<file path="src/rtl/lane_game_sequencer.sv">
// Three-lane dodge game controller: button edges -> ctl pulses, game FSM, obstacle scroll, collisions, score/lives.
// Latency: all outputs registered, ctl one cycle after a button rise; no backpressure, runs every clk.
module lane_game_sequencer #(
    parameter int unsigned TICK_DIV  = 25000000,
    parameter int unsigned ROWS      = 8,
    parameter int unsigned LIVES     = 3,
    parameter int unsigned HIT_TICKS = 2,
    parameter logic [7:0]  LFSR_SEED = 8'hA5
) (
    input  logic            clk,
    input  logic            rst,
    input  logic            start,
    input  logic            btn_l,
    input  logic            btn_r,
    input  logic [7:0]      aim,
    output logic [1:0]      ctl,
    output logic [ROWS-1:0] lane0,
    output logic [ROWS-1:0] lane1,
    output logic [ROWS-1:0] lane2,
    output logic [1:0]      state,
    output logic [15:0]     score,
    output logic [1:0]      lives,
    output logic            tick
);

    localparam int unsigned DIV_W = $clog2(TICK_DIV);
    localparam int unsigned HIT_W = (HIT_TICKS > 1) ? $clog2(HIT_TICKS) : 1;
    localparam logic [DIV_W-1:0] DIV_LAST   = DIV_W'(TICK_DIV - 1);
    localparam logic [HIT_W-1:0] HIT_LAST   = HIT_W'(HIT_TICKS - 1);
    localparam logic [1:0]       LIVES_INIT = 2'(LIVES);

    typedef enum logic [1:0] {
        S_IDLE = 2'd0,
        S_PLAY = 2'd1,
        S_HIT  = 2'd2,
        S_OVER = 2'd3
    } state_e;

    state_e          state_q, state_d;
    logic [1:0]      ctl_q, ctl_d;
    logic [ROWS-1:0] lane0_q, lane0_d, lane1_q, lane1_d, lane2_q, lane2_d;
    logic [15:0]     score_q, score_d;
    logic [1:0]      lives_q, lives_d;
    logic            tick_q, tick_d;
    logic [DIV_W-1:0] div_q, div_d;
    logic [HIT_W-1:0] hit_cnt_q, hit_cnt_d;
    logic [7:0]      lfsr_q, lfsr_d;
    logic            start_prev_q, btn_l_prev_q, btn_r_prev_q;

    logic       start_rise, l_rise, r_rise;
    logic       collide, any_bottom, running;
    logic [7:0] lfsr_next;

    assign start_rise = start & ~start_prev_q;
    assign l_rise     = btn_l & ~btn_l_prev_q;
    assign r_rise     = btn_r & ~btn_r_prev_q;

    // Only exact one-hot lane codes can collide; anything else is treated as off-grid.
    assign collide = ((aim == 8'h80) && lane0_q[ROWS-1]) ||
                     ((aim == 8'h02) && lane1_q[ROWS-1]) ||
                     ((aim == 8'h10) && lane2_q[ROWS-1]);
    assign any_bottom = lane0_q[ROWS-1] | lane1_q[ROWS-1] | lane2_q[ROWS-1];
    assign lfsr_next  = {lfsr_q[6:0], lfsr_q[7] ^ lfsr_q[5] ^ lfsr_q[4] ^ lfsr_q[3]};

    always_comb begin
        state_d   = state_q;
        ctl_d     = 2'b00;
        lane0_d   = lane0_q;
        lane1_d   = lane1_q;
        lane2_d   = lane2_q;
        score_d   = score_q;
        lives_d   = lives_q;
        lfsr_d    = lfsr_q;
        hit_cnt_d = hit_cnt_q;

        case (state_q)
            S_IDLE: begin
                lfsr_d = lfsr_next;
                if (start_rise) begin
                    score_d = '0;
                    lives_d = LIVES_INIT;
                    lane0_d = '0;
                    lane1_d = '0;
                    lane2_d = '0;
                    state_d = S_PLAY;
                end
            end
            S_PLAY: begin
                if (collide) begin
                    lives_d = lives_q - 2'd1;
                    if (lives_q == 2'd1) begin
                        state_d = S_OVER;
                    end else begin
                        state_d   = S_HIT;
                        hit_cnt_d = '0;
                        lane0_d   = '0;
                        lane1_d   = '0;
                        lane2_d   = '0;
                    end
                end else if (tick_q) begin
                    if (any_bottom && (score_q != 16'hFFFF)) begin
                        score_d = score_q + 16'd1;
                    end
                    // Spawn lane comes from the pre-step LFSR value; code 3 leaves the row empty.
                    lane0_d = {lane0_q[ROWS-2:0], (lfsr_q[1:0] == 2'd0)};
                    lane1_d = {lane1_q[ROWS-2:0], (lfsr_q[1:0] == 2'd1)};
                    lane2_d = {lane2_q[ROWS-2:0], (lfsr_q[1:0] == 2'd2)};
                    lfsr_d  = lfsr_next;
                end
            end
            S_HIT: begin
                if (tick_q) begin
                    if (hit_cnt_q == HIT_LAST) begin
                        state_d   = S_PLAY;
                        hit_cnt_d = '0;
                    end else begin
                        hit_cnt_d = hit_cnt_q + HIT_W'(1);
                    end
                end
            end
            S_OVER: begin
                if (start_rise) begin
                    state_d = S_IDLE;
                    lane0_d = '0;
                    lane1_d = '0;
                    lane2_d = '0;
                end
            end
            default: state_d = S_IDLE;
        endcase

        // Moves are only issued while play continues across this edge.
        if ((state_q == S_PLAY) && (state_d == S_PLAY)) begin
            if (l_rise && !r_rise) begin
                ctl_d = 2'b01;
            end else if (r_rise && !l_rise) begin
                ctl_d = 2'b10;
            end
        end
    end

    // Divider restarts on every state entry so each PLAY/HIT stint starts with a full period.
    always_comb begin
        running = (state_d == S_PLAY) || (state_d == S_HIT);
        if (!running || (state_d != state_q)) begin
            div_d = '0;
        end else if (div_q == DIV_LAST) begin
            div_d = '0;
        end else begin
            div_d = div_q + DIV_W'(1);
        end
        tick_d = running && (div_d == DIV_LAST);
    end

    always_ff @(posedge clk) begin
        if (rst) begin
            state_q      <= S_IDLE;
            ctl_q        <= 2'b00;
            lane0_q      <= '0;
            lane1_q      <= '0;
            lane2_q      <= '0;
            score_q      <= '0;
            lives_q      <= LIVES_INIT;
            tick_q       <= 1'b0;
            div_q        <= '0;
            hit_cnt_q    <= '0;
            lfsr_q       <= LFSR_SEED;
            start_prev_q <= 1'b0;
            btn_l_prev_q <= 1'b0;
            btn_r_prev_q <= 1'b0;
        end else begin
            state_q      <= state_d;
            ctl_q        <= ctl_d;
            lane0_q      <= lane0_d;
            lane1_q      <= lane1_d;
            lane2_q      <= lane2_d;
            score_q      <= score_d;
            lives_q      <= lives_d;
            tick_q       <= tick_d;
            div_q        <= div_d;
            hit_cnt_q    <= hit_cnt_d;
            lfsr_q       <= lfsr_d;
            start_prev_q <= start;
            btn_l_prev_q <= btn_l;
            btn_r_prev_q <= btn_r;
        end
    end

    assign ctl   = ctl_q;
    assign lane0 = lane0_q;
    assign lane1 = lane1_q;
    assign lane2 = lane2_q;
    assign state = state_q;
    assign score = score_q;
    assign lives = lives_q;
    assign tick  = tick_q;

endmodule
</file>
<file path="config.mk">
export PLATFORM = sky130hd
export DESIGN_NAME = lane_game_sequencer
export DESIGN_NICKNAME = d
export VERILOG_FILES = /design/src/rtl/lane_game_sequencer.sv
export SDC_FILE = /design/constraint.sdc
export NUM_CORES = 1
export LEC_CHECK = 0
export CAP_MARGIN = 5
export CELL_PAD_IN_SITES_DETAIL_PLACEMENT = 1
export CELL_PAD_IN_SITES_GLOBAL_PLACEMENT = 2
export CORE_ASPECT_RATIO = 1.5
export CORE_UTILIZATION = 33
export DETAILED_ROUTE_END_ITERATION = 6
export GPL_ROUTABILITY_DRIVEN = 0
export PLACE_DENSITY = 0.82
export SLEW_MARGIN = 20
export SYNTH_ARGS = -nofsm -noshare
export SYNTH_HDL_FRONTEND = slang
export SYNTH_SLANG_ARGS = --single-unit
</file>
<file path="constraint.sdc">
create_clock -name clk -period 4.26 [get_ports clk]
set_input_delay 0.852 -clock clk [delete_from_list [all_inputs] [get_ports clk]]
set_output_delay 0.852 -clock clk [all_outputs]
set_load 0.01 [all_outputs]
</file>
-- After elaboration in Yosys (flattened, before gate mapping)
Cells that the tools add are included.
W data, S select, Z words.
- bits in registers: 84
- input port bits: 13
- output and inout bits: 47
- $add $sub $neg: 4
- equality and inequality tests: 25
- muxes and demuxes: 38
- bitwise operators: 12
- reductions and logical operators: 28
- operator list (operator ; count):
    $mux W8 ; 10
    $mux W16 ; 4
    $pmux W8 S2 ; 4
    $eq A25 B25 Y1 const B ; 2
    $mux W25 ; 2
    $pmux W16 S2 ; 1
    $add A25 B1 Y25 const B ; 1
    $add A16 B1 Y16 const B ; 1
    $mux W2 ; 8
    $ne A16 B16 Y1 const B ; 1
    $ne A2 B2 Y1 const B ; 7
    $eq A2 B1 Y1 const B ; 4
    $eq A2 B2 Y1 const B ; 4
    $eq A8 B2 Y1 const B ; 1
    $eq A8 B5 Y1 const B ; 1
    $eq A8 B8 Y1 const B ; 1
    $logic_and A1 B1 Y1 ; 8
    $pmux W2 S4 ; 1
    $reduce_and A4 Y1 ; 2
    $mux W1 ; 6
    $ne A3 B3 Y1 const B ; 2
    $reduce_and A3 Y1 ; 2
    $reduce_bool A2 Y1 ; 3
    $reduce_and A5 Y1 ; 1
    15 further kinds ; 30

-- Longest topological paths before layout
Gate-level depths: netlist of run 1.
- word-level depth: 13
- mapped depth: 15

-- Least setup slack after synthesis of run 1
Ideal clock, no wire load.
- path type: in2reg
- start point: in aim[6]
- end point: reg div_q[21]
- data arrival time: 3.574 ns
- required time: 4.196 ns
- setup slack: 0.622 ns
- stages on the path: 14
- buffers on the path: 2
- cell sequence: or3_1 -> a221o_1 -> or2_0 -> clkbuf_1 -> o21ai_0 -> a22o_1 -> ha_1 -> nor2_1 -> o211ai_1 -> a31o_2 -> a211oi_1 -> nand2_1 -> buf_2 -> nor2_1
- longest elaborated chain between the ends: 11
- RTL lines (element ; RTL line ; RTL):
    start: declaration ; 15 ; input logic [7:0] aim,
    $eq A8 B8 Y1 / $eq A8 B2 Y1 (equally long branches) ; 59, 60 ;
    $logic_and A1 B1 Y1, on equally long branches ; 59, 60 ;
    $logic_or A1 B1 Y1 ; 59 ; assign collide = ((aim == 8'h80) && lane0_q[ROWS-1]) ||
    $logic_or A1 B1 Y1 * ; 60 ; ((aim == 8'h02) && lane1_q[ROWS-1]) ||
    $mux W2 * ; 89 ; if (collide) begin
    $pmux W2 S4 * ; 76 ; case (state_q)
    net state_d[0] ; 39 ; state_e state_q, state_d;
    $eq A2 B1 Y1 / $eq A2 B2 Y1 (equally long branches) ; 144 ; running = (state_d == S_PLAY) || (state_d == S_HIT);
    $logic_or A1 B1 Y1 ; 144 ;
    $logic_not A1 Y1 ; 145 ; if (!running || (state_d != state_q)) begin
    $logic_or A1 B1 Y1 * ; 145 ;
    $mux W25 * ; 145 ;
    end signal: assignment ; 180 ; div_q <= div_d;
    end: declaration ; 45 ; logic [DIV_W-1:0] div_q, div_d;
The timed path passes the listed nets; every way through them passes the cells marked *.
A chain may end at the register's enable or synchronous reset.

-- Final worst setup path of run 1
- start point: in aim[6]
- end point: reg tick_q (netlist: tick)
- longest elaborated chain between the ends: 13
- RTL lines (element ; RTL line ; RTL):
    $eq A8 B8 Y1 / $eq A8 B2 Y1 (equally long branches) ; 59, 60 ;
    $logic_and A1 B1 Y1, on equally long branches ; 59, 60 ;
    $logic_or A1 B1 Y1 ; 59 ;
    $logic_or A1 B1 Y1 * ; 60 ;
    $mux W2 * ; 89 ;
    $pmux W2 S4 * ; 76 ;
    net state_d[0] ; 39 ;
    $eq A2 B1 Y1 / $eq A2 B2 Y1 (equally long branches) ; 144 ;
    $logic_or A1 B1 Y1 ; 144 ;
    $logic_not A1 Y1 ; 145 ;
    $logic_or A1 B1 Y1 ; 145 ;
    $mux W25 ; 145 ;
    $eq A25 B25 Y1 ; 152 ; tick_d = running && (div_d == DIV_LAST);
    $logic_and A1 B1 Y1 * ; 152 ;
    end signal: assignment ; 179 ; tick_q <= tick_d;
    end: declaration ; 44 ; logic tick_q, tick_d;
Marked as above.

==> results of run 1 <==
==> final cells by class <==
cell class	instances	area, µm²	area share
inverter	11	41.29	0.007835
sequential	84	1682	0.3191
clock inverter	6	48.80	0.009259
multi-input combinational	373	2436	0.4623
tap	156	195.2	0.03704
timing repair buffer	66	638.1	0.1211
clock buffer	10	229.0	0.04345
==> power groups by stage <==
| stage | clock, µW | combinational, µW | sequential (µW) |
|---|---|---|---|
| 2_1_floorplan | 0 | 159 | 840 |
| 3_3_place_gp | 0 | 205 | 844 |
| 3_5_place_dp | 0 | 210 | 846 |
| 4_1_cts | 762 | 211 | 828 |
| 5_1_grt | 794 | 230 | 830 |
| 6_report | 737 | 206 | 828 |
==> through the flow <==
| step | total power (µW) | utilization | setup WS (ps) | TNS (ps) | instances |
|---|---|---|---|---|---|
| after floorplan | 999.4 | - | 622.4 | 0 | 501 |
| after global placement | 1049 | 0.3969 | 158.2 | 0 | 690 |
| after detailed placement | 1055 | 0.3969 | -30.10 | -30.10 | 690 |
| after CTS | 1801 | 0.4190 | 305.4 | 0 | 706 |
| after global routing | 1855 | 0.4191 | 29.96 | 0 | 706 |
| final | 1771 | 0.4191 | 312.3 | 0 | 706 |
==> repair_timing <==
| action | CTS | global route |
|---|---|---|
| setup endpoints to repair | 0 | 1 |
| resized for setup | 0 | 1 |
| hold buffers | 0 | 0 |
==> flip-flops by register name, indices dropped and copies added (netlist names), 8 cells and up <==
name / count
div_q: 25
lane0: 8
lane1: 8
lane2: 8
lfsr_q: 8
score: 16
==> cell usage in the layout, fill, tap and decap left out, drive strengths merged, types with 3 or more instances in the layout <==
master | netlist | final
nand3b | 3 | 3
nand3 | 21 | 21
or2 | 3 | 3
nor2b | 9 | 9
nor3 | 11 | 11
clkbuf | 20 | 10
xor2 | 17 | 17
and3 | 11 | 11
clkdlybuf4s50 | 0 | 58
a211o | 5 | 5
nor4 | 13 | 13
and2 | 5 | 5
xnor2 | 21 | 21
nor3b | 3 | 3
o21ai | 33 | 33
clkinvlp | 0 | 3
dfxtp | 84 | 84
a21oi | 12 | 12
o211ai | 6 | 6
and4 | 4 | 4
nand2 | 27 | 27
nand4b | 25 | 25
inv | 11 | 13
mux2i | 7 | 7
buf | 13 | 8
mux2 | 6 | 6
nand2b | 31 | 31
ha | 8 | 8
nor2 | 59 | 59
nand4 | 9 | 9
==> worst register-to-register path: stages, from the launching register on <==
cell and delay (ps):
dfxtp_1 530, ha_1 490, inv_1 240, nor3_1 250, o21ai_0 140, ha_1 330
nor4_1 320, nand3_1 110, a2111oi_1 350, o2111ai_1 170, nor4_1 290
==> final timing paths <==
path | start | to | slack [ps] | cells past startpoint
worst max-delay path | aim[6] | tick | 310 | 12
worst min-delay path | btn_l_prev_q | ctl[0] | 430 | 1
worst max register to register | state[0] | tick | 940 | 10
worst min register to register | btn_l_prev_q | ctl[0] | 430 | 1
==> cells by family (layout without fill, tap and decap cells) <==
group,Yosys count,after routing
flops,84,84
fa+ha+maj,8,8
xor+xnor,38,38
simple gates,240,240
buf+inv,44,93
mux,13,13
compound gates,74,74
==> synthesized netlist by cell type, drive strengths merged, types with 2 or more instances <==
library cell	count
ha	8
nor2b	9
and3	11
nand2b	31
or2	3
nand4b	25
and4	4
nor3	11
nand4bb	2
mux2	6
xnor2	21
nand3b	3
inv	11
nor4	13
or3	2
a22oi	2
nand4	9
a211oi	2
a21oi	12
a211o	5
xor2	17
mux2i	7
a31o	2
dfxtp	84
nand3	21
buf	13
nand2	27
a21boi	2
o211ai	6
nor2	59
clkbuf	20
nor3b	3
o21ai	33
and2	5
==> metal layers <==
metal,track usage,vias up,part of all wire
met4,0.06778,0,0.023
li1,-,1851,-
met3,0.03537,19,0.032
met1,0.1912,1767,0.43
met2,0.3086,56,0.51
met5,0,-,0
==> qor.csv, run 1 <==
stage;metric;value;unit
yosys;synth_top_family_by_area;simple AND/OR/NAND/NOR gates;
power_and_ir_drop;seqPwrFrac;0.468;
worst_setup_path;end_kind;register;
clock_tree;cts_root_buffer;clkbuf_16;
yosys;synthDistinctLibCells;52;
yosys;syn-num-nets;522;
yosys;synth_compound_area_frac;0.1081;
worst_setup_path;crit_required;4500;ps
floorplan;initial_utilization;0.3423;
status;status;complete, no violations;
global_routing;antenna_found_initial;0;
clock_tree;cts.clk_slew.worst_paths;60;ps
global_routing;grt_pass1_wl;18.23;mm
worst_setup_path;slowest_stage;clkdlybuf4s50_1;
power_and_ir_drop;swShare;0.2701;
layout;antenna-diode-count;0;
run;max-cap-violations;0;
layout;drive_gt1_frac;0.06727;
layout;area_delta_synth_final;22.44;%
global_routing;grtUsageTotal;0.1712;
timing;timing.fmax;0.2533;GHz
timing;tightest_slew;924.9;ps
placement;dpl.hpwl;7.827;mm
timing;slew_violations;0;
worst_setup_path;crit_chain;clkdlybuf4s50_1, or3_1, a221o_1, o31ai_1, nand3_1, a22o_1, ha_1, nor4_1, nand3_1, a2111oi_1, o2111ai_1, nor4_1;
yosys;async_flop_share;0;
floorplan;fp.dieH;141.9;µm
power_and_ir_drop;p_switching;478.2;µW
layout;nets;566;
yosys;ys_seq_elements;84;
global_routing;grt_pass1_vias;3814;
yosys;syn_area_per_cell;8.591;µm²
floorplan;ios;60;
power_and_ir_drop;p_comb_frac;0.117;
route;wl_per_cell;15.45;µm
route;drc;0;
placement;place_area;4991;µm²
yosys;synth_area_leaders;dfxtp_1 (39%), nor2_1 (5.1%), nand4b_1 (5.1%), nand2b_1 (4.5%), xnor2_1 (4.3%);
clock_tree;numCtsBuffers;9;
timing;hold_slack;433.8;ps
worst_setup_path;path_class;input port to register;
yosys;synth-edff-count;0;
clock_tree;clock_sinks;84;
power_and_ir_drop;power.density;336.0;nW/µm²
route;first_iter_violations;135;
yosys;synth.yosys.seq_area_share;0.3907;
global_routing;grt-ovfl-total;0;
timing;skew;6.955;ps
worst_setup_path;cp_top_family;compound AO/OA/AOI/OAI gates;
route;vias_per_cell;5.231;
route;totalWireLength;10.91;mm
yosys;yosysTopAreaCellShare;0.3907;
layout;n_fill_cell;1497;
clock_tree;cts_tree;done;
route;drt-pass1-iter-count;4;
route;vias;3693;
yosys;synth_mux_area_frac;0.03198;
clock_tree;htree_levels;3;
yosys;syn-cell-area;4304;µm²
timing;finalHoldViolations;0;
yosys;synthCells;501;
worst_setup_path;crit_path_max_incr_delay;390;ps
worst_setup_path;worstPathMaxFanout;6;
yosys;yosysTopAreaCell;dfxtp_1;
timing;fin_crit;3948;ps
power_and_ir_drop;clock_power_share;0.416;
timing;slew_headroom;0.3834;
placement;io_buffers;59;
power_and_ir_drop;leakage;0.001771;µW
floorplan;coreArea;12570;µm²
power_and_ir_drop;p_int;1292;µW
yosys;synth_ff_type;dfxtp_1;
yosys;synthSimpleGateAreaFrac;0.3224;
timing;fin_crit_sh;0.9267;
floorplan;die_x;95.25;µm
clock_tree;post_cts_buffers;0;
worst_setup_path;startpoint_type;input port;
clock_tree;clk_latency;340;ps
power_and_ir_drop;ir_drop;174.5;µV
layout;design_area;5270;µm²
yosys;synthAdderAreaFrac;0.02326;
timing;setup-violations-final;0;
timing;rsz0062_at_grt;false;
worst_setup_path;arrival;4190;ps
clock_tree;clock_path_buffers;2;
yosys;ys_warn_count;0;
route;ant_nets;0;
floorplan;core.rowCount;50;
floorplan;die_area;13510;µm²
worst_hold_path;holdCritPathClass;register to register;
worst_setup_path;cp_num_buf_inv;1;
global_routing;grt_max_degree;68;
yosys;synth-xor-area-share;0.07733;
(Power assumes the default switching activity.)
==> run 2, diff against run 1 <==
Settings changed: GPL_TIMING_DRIVEN set to 0.
==> run 2 against run 1 <==
Sequential cell count stayed put; worst setup slack worse by 100 ps; cell count rose by 3.5%; via count grew 4.5%; clock skew grew 2.2 ps; routed wire length up 9.0%; global-route usage grew 1.2 points; power increased by 14%.
==> qor.csv, run 2 (same netlist as run 1, synthesis figures left out) <==
stage;metric;value;unit;change
floorplan;initial_utilization;0.3423;;unchanged
layout;antenna-diode-count;0;;unchanged
worst_hold_path;holdCritPathClass;register to register;;unchanged
timing;finalHoldViolations;0;;unchanged
placement;io_buffers;59;;unchanged
worst_setup_path;end_kind;register;;unchanged
layout;area_delta_synth_final;28.23;%;was 22.44%
placement;place_area;5090;µm²;was 4991 µm²
route;wl_met1;4.862;mm;was 4.706 mm
timing;setup_tns;0;ps;unchanged
timing;fin_crit;4049;ps;was 3948 ps
layout;largest_reg_flops;25;;unchanged
power_and_ir_drop;clock_power_share;0.476;;was 0.416
route;drc;0;;unchanged
power_and_ir_drop;seqPwrFrac;0.408;;was 0.468
timing;finalWorstSetupSlack;211.1;ps;was 312.3 ps
route;totalWireLength;11.88;mm;was 10.91 mm
power_and_ir_drop;p_comb_frac;0.116;;was 0.117
route;ant_nets;0;;unchanged
clock_tree;cts_tree;done;;unchanged
clock_tree;numCtsBuffers;9;;unchanged
power_and_ir_drop;power.density;366.9;nW/µm²;was 336.0 nW/µm²
power_and_ir_drop;swShare;0.2414;;was 0.2701
layout;n_fill_cell;1496;;was 1497
placement;dpl_worst_slack;-691.1;ps;was -30.10 ps
floorplan;die_area;13510;µm²;unchanged
global_routing;grt_pass1_vias;3884;;was 3814
placement;dpl.hpwl;8.770;mm;was 7.827 mm
power_and_ir_drop;leakage;0.001883;µW;was 0.001771 µW
timing;hold_slack;428.2;ps;was 433.8 ps
layout;mostFrequentLayoutCells;dfxtp_1 (84), nor2_1 (59), clkdlybuf4s50_1 (59);;was dfxtp_1 (84), nor2_1 (59), clkdlybuf4s50_1 (58)
power_and_ir_drop;p_switching;488.8;µW;was 478.2 µW
route;vias_per_cell;5.278;;was 5.231
route;drt-pass1-iter-count;4;;unchanged
route;vias;3858;;was 3693
power_and_ir_drop;ir_drop;249.2;µV;was 174.5 µV
worst_setup_path;arrival;4300;ps;was 4190 ps
floorplan;die_x;95.25;µm;unchanged
global_routing;grt-ovfl-total;0;;unchanged
floorplan;ios;60;;unchanged
layout;seqCellArea;1682;µm²;unchanged
timing;fin_crit_sh;0.9505;;was 0.9267
route;routed.top_layer;met4;;unchanged
floorplan;coreArea;12570;µm²;unchanged
clock_tree;htree_levels;3;;unchanged
timing;slew_headroom;0.6346;;was 0.3834
layout;nets;592;;was 566
route;first_iter_violations;134;;was 135
worst_setup_path;startpoint_type;input port;;unchanged
timing;rsz0062_at_grt;false;;unchanged
worst_setup_path;worstPathMaxFanout;6;;unchanged
layout;design_area;5519;µm²;was 5270 µm²
clock_tree;cts.clk_slew.worst_paths;60;ps;about the same
run;max-cap-violations;0;;unchanged
timing;skew;9.119;ps;was 6.955 ps
clock_tree;clk_latency;340;ps;about the same
timing;slew_violations;0;;unchanged
status;status;complete, no violations;;unchanged
layout;final_cells;731;;was 706
clock_tree;clock_path_buffers;2;;unchanged
layout;drive_gt1_frac;0.08696;;was 0.06727
floorplan;fp.dieH;141.9;µm;unchanged
timing;tightest_slew;548.1;ps;was 924.9 ps
layout;largest-register;div_q;;unchanged
global_routing;grtUsageTotal;0.1836;;was 0.1712
global_routing;antenna_found_initial;0;;unchanged
route;wl_per_cell;16.26;µm;was 15.45 µm
route;wl_met3;387;µm;was 352 µm
timing;timing.fmax;0.2470;GHz;was 0.2533 GHz
worst_setup_path;crit_required;4510;ps;was 4500 ps
global_routing;grt_pass1_wl;19.12;mm;was 18.23 mm
route;wl_met2;6.326;mm;was 5.592 mm
clock_tree;clock_sinks;84;;unchanged
power_and_ir_drop;p_int;1536;µW;was 1292 µW
global_routing;grt_max_degree;15;;was 68
placement;placedCellCount;716;;was 690
timing;setup-violations-final;0;;unchanged
floorplan;core.rowCount;50;;unchanged
layout;multi_input_area;2486;µm²;was 2436 µm²
worst_setup_path;path_class;input port to register;;unchanged
clock_tree;cts_root_buffer;clkbuf_16;;unchanged
layout;final_common_cell;dfxtp_1;;unchanged
[run 2: cell types whose count changed in the layout (fill, tap and decap cells not counted), moves of 2 or more]
cell,previous run,this run
clkbuf_1,1,19
buf_2,1,9
buf_4,7,3
bufinv_16,0,4
clkinvlp_4,3,0
buf_6,0,2
inv_6,2,0
nor4_1,11,9
nor4_2,0,2
o21ai_0,30,28
[run 2: metal layers]
metal | track usage | vias up
met5 | 0 | -
met4 | 0.06938 | 0
li1 | - | 1898
met1 | 0.1990 | 1874
met2 | 0.3383 | 65
met3 | 0.03966 | 21
[run 2: layout make-up]
type | count | area share
inverter | 11 | 0.007481
timing repair buffer | 60 | 0.1084
clock buffer | 9 | 0.04081
sequential | 84 | 0.3047
buffer | 32 | 0.02788
tap | 156 | 0.03537
clock inverter | 6 | 0.02494
multi-input combinational | 373 | 0.4505
[run 2: path summary, 6_finish.rpt]
path	cells past startpoint	start	to	slack (ps)
min reg2reg	1	btn_l_prev_q	ctl[0]	430
min	1	btn_l_prev_q	ctl[0]	430
max reg2reg	13	state[0]	tick	780
max	13	aim[6]	tick	210
[run 2: metrics by stage]
step / power [µW] / utilization
4_1_cts: 2047 / 0.4345
3_5_place_dp: 1075 / 0.4048
5_1_grt: 2107 / 0.4389
6_report: 2025 / 0.4389
3_3_place_gp: 1070 / 0.4048
2_1_floorplan: 999.4 / -
[run 2: worst max-delay path, stage by stage]
cell	delay (ps)
clkdlybuf4s50_1	390
or3_1	380
a221o_2	380
o31ai_4	280
nand3_1	140
a22o_1	210
ha_1	330
nor2_1	110
o211ai_1	100
a31o_2	250
a211oi_4	300
o211ai_1	250
nor4_2	320
[run 2: what timing repair did]
item	4_1_cts	5_1_grt
setup buffers	0	1
resized for setup	4	10
gates cloned	0	0
hold buffers	0	0
endpoints found under the setup margin	22	21
pin swaps	0	4
[run 2: power by group through the flow]
stage | combinational, µW | clock, µW | sequential [µW]
6_report | 235 | 963 | 827
5_1_grt | 261 | 1020 | 831
4_1_cts | 234 | 986 | 827
3_5_place_dp | 230 | 0 | 845
3_3_place_gp | 226 | 0 | 843
2_1_floorplan | 159 | 0 | 840
